## config.mk

```make
export PLATFORM = sky130hd
export DESIGN_NAME = limb_serial_addsub
export DESIGN_NICKNAME = d
export VERILOG_FILES = /design/src/rtl/limb_serial_addsub.sv
export SDC_FILE = /design/constraint.sdc
export NUM_CORES = 2
export LEC_CHECK = 0
export ABC_AREA = 1
export CAP_MARGIN = 10
export CORE_ASPECT_RATIO = 0.5
export CORE_MARGIN = 1
export CORE_UTILIZATION = 35
export CTS_BUF_LIST = sky130_fd_sc_hd__clkbuf_4
export DETAILED_ROUTE_END_ITERATION = 16
export PLACE_DENSITY = 0.63
export SYNTH_ARGS = -nofsm -noshare
export SYNTH_HDL_FRONTEND = slang
export SYNTH_SLANG_ARGS = --single-unit
```

## constraint.sdc

```tcl
create_clock -name clk -period 12.9 [get_ports clk]
set_input_delay 1.29 -clock clk [delete_from_list [all_inputs] [get_ports clk]]
set_output_delay 1.29 -clock clk [all_outputs]
set_load 0.05 [all_outputs]
```

## src/rtl/limb_serial_addsub.sv

```systemverilog
// Serial 256-bit add/subtract: one LIMB_W-bit limb per clock, LSB limb first,
// with the inter-limb carry/borrow held in a register and valid/ready on both sides.
module limb_serial_addsub #(
  parameter int LIMB_W = 64,
  parameter int LIMBS  = 4
) (
  input  logic                      clk,
  input  logic                      rst_n,
  input  logic                      in_valid,
  output logic                      in_ready,
  input  logic                      op_sub,
  input  logic [LIMB_W*LIMBS-1:0]   a,
  input  logic [LIMB_W*LIMBS-1:0]   b,
  output logic                      out_valid,
  input  logic                      out_ready,
  output logic [LIMB_W*LIMBS-1:0]   result,
  output logic                      carry_out,
  output logic                      zero
);

  localparam int W     = LIMB_W * LIMBS;
  localparam int CNT_W = (LIMBS > 1) ? $clog2(LIMBS) : 1;
  localparam logic [CNT_W-1:0] LAST_LIMB = CNT_W'(LIMBS - 1);

  typedef enum logic [1:0] {
    S_IDLE = 2'd0,
    S_RUN  = 2'd1,
    S_DONE = 2'd2
  } state_t;

  state_t                         r_state;
  state_t                         w_state_next;
  logic [LIMBS-1:0][LIMB_W-1:0]   r_a;
  logic [LIMBS-1:0][LIMB_W-1:0]   r_b;
  logic                           r_op_sub;
  logic [CNT_W-1:0]               r_cnt;
  logic                           r_carry;
  logic [LIMBS-1:0][LIMB_W-1:0]   r_result;
  logic                           r_carry_out;
  logic                           r_zero;

  logic [LIMB_W-1:0]              w_b_eff;
  logic [LIMB_W:0]                w_sum;
  logic [LIMBS-1:0][LIMB_W-1:0]   w_result_next;
  logic                           w_last;
  logic                           w_zero;

  // State register.
  always_ff @(posedge clk) begin
    if (!rst_n) begin
      r_state <= S_IDLE;
    end else begin
      r_state <= w_state_next;
    end
  end

  // Next-state logic.
  always_comb begin
    w_state_next = r_state;
    case (r_state)
      S_IDLE: begin
        if (in_valid) w_state_next = S_RUN;
        else          w_state_next = S_IDLE;
      end
      S_RUN: begin
        if (w_last) w_state_next = S_DONE;
        else        w_state_next = S_RUN;
      end
      S_DONE: begin
        if (out_ready) w_state_next = S_IDLE;
        else           w_state_next = S_DONE;
      end
      default: w_state_next = S_IDLE;
    endcase
  end

  // Handshake outputs decoded from the state register.
  always_comb begin
    in_ready  = 1'b0;
    out_valid = 1'b0;
    case (r_state)
      S_IDLE:  in_ready  = 1'b1;
      S_DONE:  out_valid = 1'b1;
      default: begin
        in_ready  = 1'b0;
        out_valid = 1'b0;
      end
    endcase
  end

  // One limb of the sum; subtraction is A + ~B with the carry seeded to 1.
  always_comb begin
    w_last = (r_cnt == LAST_LIMB);
    if (r_op_sub) w_b_eff = ~r_b[r_cnt];
    else          w_b_eff = r_b[r_cnt];
    w_sum = {1'b0, r_a[r_cnt]} + {1'b0, w_b_eff} + {{LIMB_W{1'b0}}, r_carry};
    w_result_next        = r_result;
    w_result_next[r_cnt] = w_sum[LIMB_W-1:0];
    w_zero = (w_result_next == {W{1'b0}});
  end

  // Operand capture and limb-serial datapath.
  always_ff @(posedge clk) begin
    if (!rst_n) begin
      r_a         <= {W{1'b0}};
      r_b         <= {W{1'b0}};
      r_op_sub    <= 1'b0;
      r_cnt       <= {CNT_W{1'b0}};
      r_carry     <= 1'b0;
      r_result    <= {W{1'b0}};
      r_carry_out <= 1'b0;
      r_zero      <= 1'b0;
    end else begin
      case (r_state)
        S_IDLE: begin
          if (in_valid) begin
            r_a      <= a;
            r_b      <= b;
            r_op_sub <= op_sub;
            r_cnt    <= {CNT_W{1'b0}};
            r_carry  <= op_sub;
          end
        end
        S_RUN: begin
          r_result <= w_result_next;
          r_carry  <= w_sum[LIMB_W];
          r_cnt    <= r_cnt + {{(CNT_W-1){1'b0}}, 1'b1};
          if (w_last) begin
            r_carry_out <= r_op_sub ? ~w_sum[LIMB_W] : w_sum[LIMB_W];
            r_zero      <= w_zero;
          end
        end
        default: begin
          r_cnt <= r_cnt;
        end
      endcase
    end
  end

  assign result    = r_result;
  assign carry_out = r_carry_out;
  assign zero      = r_zero;

endmodule

```

==> results.md <==
- Width of the die: 486 um
- Placeable Area: 116000 um^2
- RSZ-0062 raised after global routing: false
- Core Rows: 88
- Via count: 44.8k
- Post-synth ARST share: 0
- IO Pins: 777
- Yosys reg bits: 776
- Register area share after synthesis: 0.379
- Post-synthesis net count: 6990
- Final Worst Setup Slack: 6650 ps
- Largest net degree at the start of global routing: 245
- Reg-to-reg setup timing slack: 6650 ps
- Antenna-violating nets left: 0
- Setup TNS: 0 ps
- Final period utilization: 0.484
- Dpl cells: 8398
- Most frequent cells in the layout: nor2_1, nand2_1, o21ai_0
- Slew Viols, Final: 0
- Setup slack after placement: 6930 ps
- Post-route cell area: 52100 um^2
- H-tree depth: 4
- Hold depth: 2
- Met2 Usage GRT: 0.463
- First-pass GRT wire length: 265000 um
- Commonest non-fill, non-tap cell in the layout: nor2_1
- Cts bufs inserted: 187
- Dpl cell area: 49600 um^2
- Drt first-iter violations: 4832
- Netlist Area Pre-Place: 41000 um^2
- Final setup violation count: 0
- Post-Layout Cell Count: 8773
- Post-CTS repair timing setup buffer count: 0
- Max VDD drop: 0.0654 mV
- DIE AREA: 119000 um^2
- Most Used Layer, Global Route: met2
- Fmax: 160 MHz
- CTS resizes: 0
- NumNets Final: 7598
- CP Capture Type: register
- Layout area overhead: 27.1%
- TritonCTS clock tree: yes
- Routing usage on met1: 0.397
- Fin crit period: 6250 ps
- Mapped Cells: 6404
- Hold_buf cts: 0
- Initial antenna violation count: 45
- TritonCTS Sinks: 776
- Worst-margin pin slew: 1220 ps
- Post-DP HPWL: 139000 um
- Overflow after GRT: 0
- Type of origin of the critical path: register
- LEAKAGE: 24.2 nW
- WL final: 186000 um
- Final core utilization: 0.450
- Drt wl/cell: 21.2 um
- Longest Clk Path Bufs: 3
- Crit Path Class: register to register
- Critical path arrival: 7320 ps
- Hold Fails Final Rpt: 0
- Ratio of cells with drive above 1 in the final layout: 0.0723
- Filler cells: 12.3k
- Syn_area_per_cell: 6.40 um^2
- Total Routing Usage GR: 0.301
- Pwr Density: 153 nW/um^2
- Chip Height: 244 um
- Top FF cell, synth: dfxtp_1
- Clock Skews: 87.0 ps
- Hold Crit Start: result[210]
- Met3 GRT Util: 0.0811
- Worst flop-to-flop path startpoint: r_cnt[1]
- Vias in the first global route: 40.0k
- Reg2reg end: zero
- Count of cell types in the netlist: 43
- HP Class: register to register
- I/O Buffers: 776
- DRC: 0
- Insertion delay to the later sink of the worst-skew pair: 1210 ps
- 1st-pass router iterations: 6
- Worst Path Required: 13980 ps
- CP max FO: 73
- Vias per cell: 5.10
- Clock Pin Slew Worst Setup and Hold Paths: 80 ps
- Post-synth EDFFs: 0
- Root buffer cell: clkbuf_4
- Max-cap violations: 0
- Hold EP: result[210]
- Relative slew slack: 0.186
- Worst R2R Path Depth: 22
- Synth warn: 0
- Initial core utilization: 0.354
- Status: finished clean
- RePlAce Congestion: 1.03
## where the power goes
| group | total (mW) | switching [mW] | internal [mW] |
|---|---|---|---|
| logic | 3.11 | 2.21 | 0.908 |
| registers | 2.75 | 0.146 | 2.60 |
| clock network | 2.12 | 1.10 | 1.02 |
## critical path, stage by stage (launching register included)
cell     delay (ps)
dfxtp_4         380
inv_4           500
buf_4           770
o21ai_0         200
o22ai_1         350
xor2_1          120
ha_1            700
nand2_1         170
nor2_1          220
nand2_1         120
nor3_1          670
a21oi_1         420
nand3_1         210
nand3_1         100
nand2_1         140
nand2_1          60
nor2_1           90
nand2_1          60
nor2_1          300
nand2_1         100
nor2_1           90
nand3_1          80
a21oi_2         120
## metrics by stage
| stage | hold WS, ps | total power, mW |
|---|---|---|
| global route | 488 | 8.36 |
| global placement | 448 | 5.79 |
| CTS | 464 | 7.91 |
| finish | 469 | 7.98 |
| detailed placement | 457 | 5.79 |
| floorplan | 449 | 4.56 |
## sequential cells by signal, summed over array words and instances (netlist names)
register and cells:
r_state 2, carry_out 1, r_b 256, r_op_sub 1, r_carry 1, result 256, zero 1, r_a 256
r_cnt 2
## worst max path at each step
stage | to | slack (ps) | startpoint | depth (start not counted)
finish | zero | 6650 | r_cnt[1] | 22
detailed placement | zero | 6930 | r_cnt[1] | 28
CTS | zero | 6870 | r_cnt[1] | 28
global route | zero | 6170 | r_cnt[0] | 25
floorplan | zero | 8380 | r_cnt[0] | 31
global placement | zero | 6910 | r_cnt[0] | 22
## logic make-up (layout without fill, tap and decap cells)
logic type                 count (synthesis)  count (layout)  share of synthesized area
buffers and inverters                    984            1732                     0.0909
DFF                                      776             776                      0.379
xor gates and xnor gates                  66              66                     0.0143
other                                      0              46                          0
adders and majority gates                 69              69                     0.0214
and+or+nand+nor                         3161            3161                      0.313
AOI/OAI and AO/OA                       1348            1348                      0.182
## cell usage after synthesis, types with 8 or more instances
library cell	n	area [um^2]
a21oi_1	88	440
and2_1	8	50.1
buf_1	34	128
buf_2	15	75.1
clkbuf_1	337	1260
dfxtp_1	776	15500
ha_1	67	838
inv_1	581	2180
inv_2	9	33.8
nand2_1	1161	4360
nand2_2	26	163
nand2_4	10	113
nand3_1	256	1280
nand3_2	14	140
nand4_1	9	56.3
nor2_1	1542	5790
nor3_1	10	50.1
o211ai_1	180	1350
o21ai_0	895	4480
o21ai_1	20	100
o21bai_1	17	128
o22ai_1	128	801
or2_2	102	638
xor2_1	65	569
## area by class of cell
| class | instances | area, um^2 | area share |
|---|---|---|---|
| clock buffer | 270 | 2030 | 0.0389 |
| tap | 1575 | 1970 | 0.0378 |
| timing repair buffer | 809 | 8070 | 0.155 |
| clock inverter | 59 | 343 | 0.00658 |
| multi-input combinational | 4644 | 21800 | 0.418 |
| sequential | 776 | 15500 | 0.298 |
| antenna | 46 | 115 | 0.00221 |
| inverter | 594 | 2250 | 0.0433 |
## layer usage
metal	wire, um	share of wire
met1	79900	0.43
met2	82900	0.45
met4	6000	0.032
met3	16900	0.091
met5	35	0.00019
Note: power is estimated with default switching activity, not from simulation.
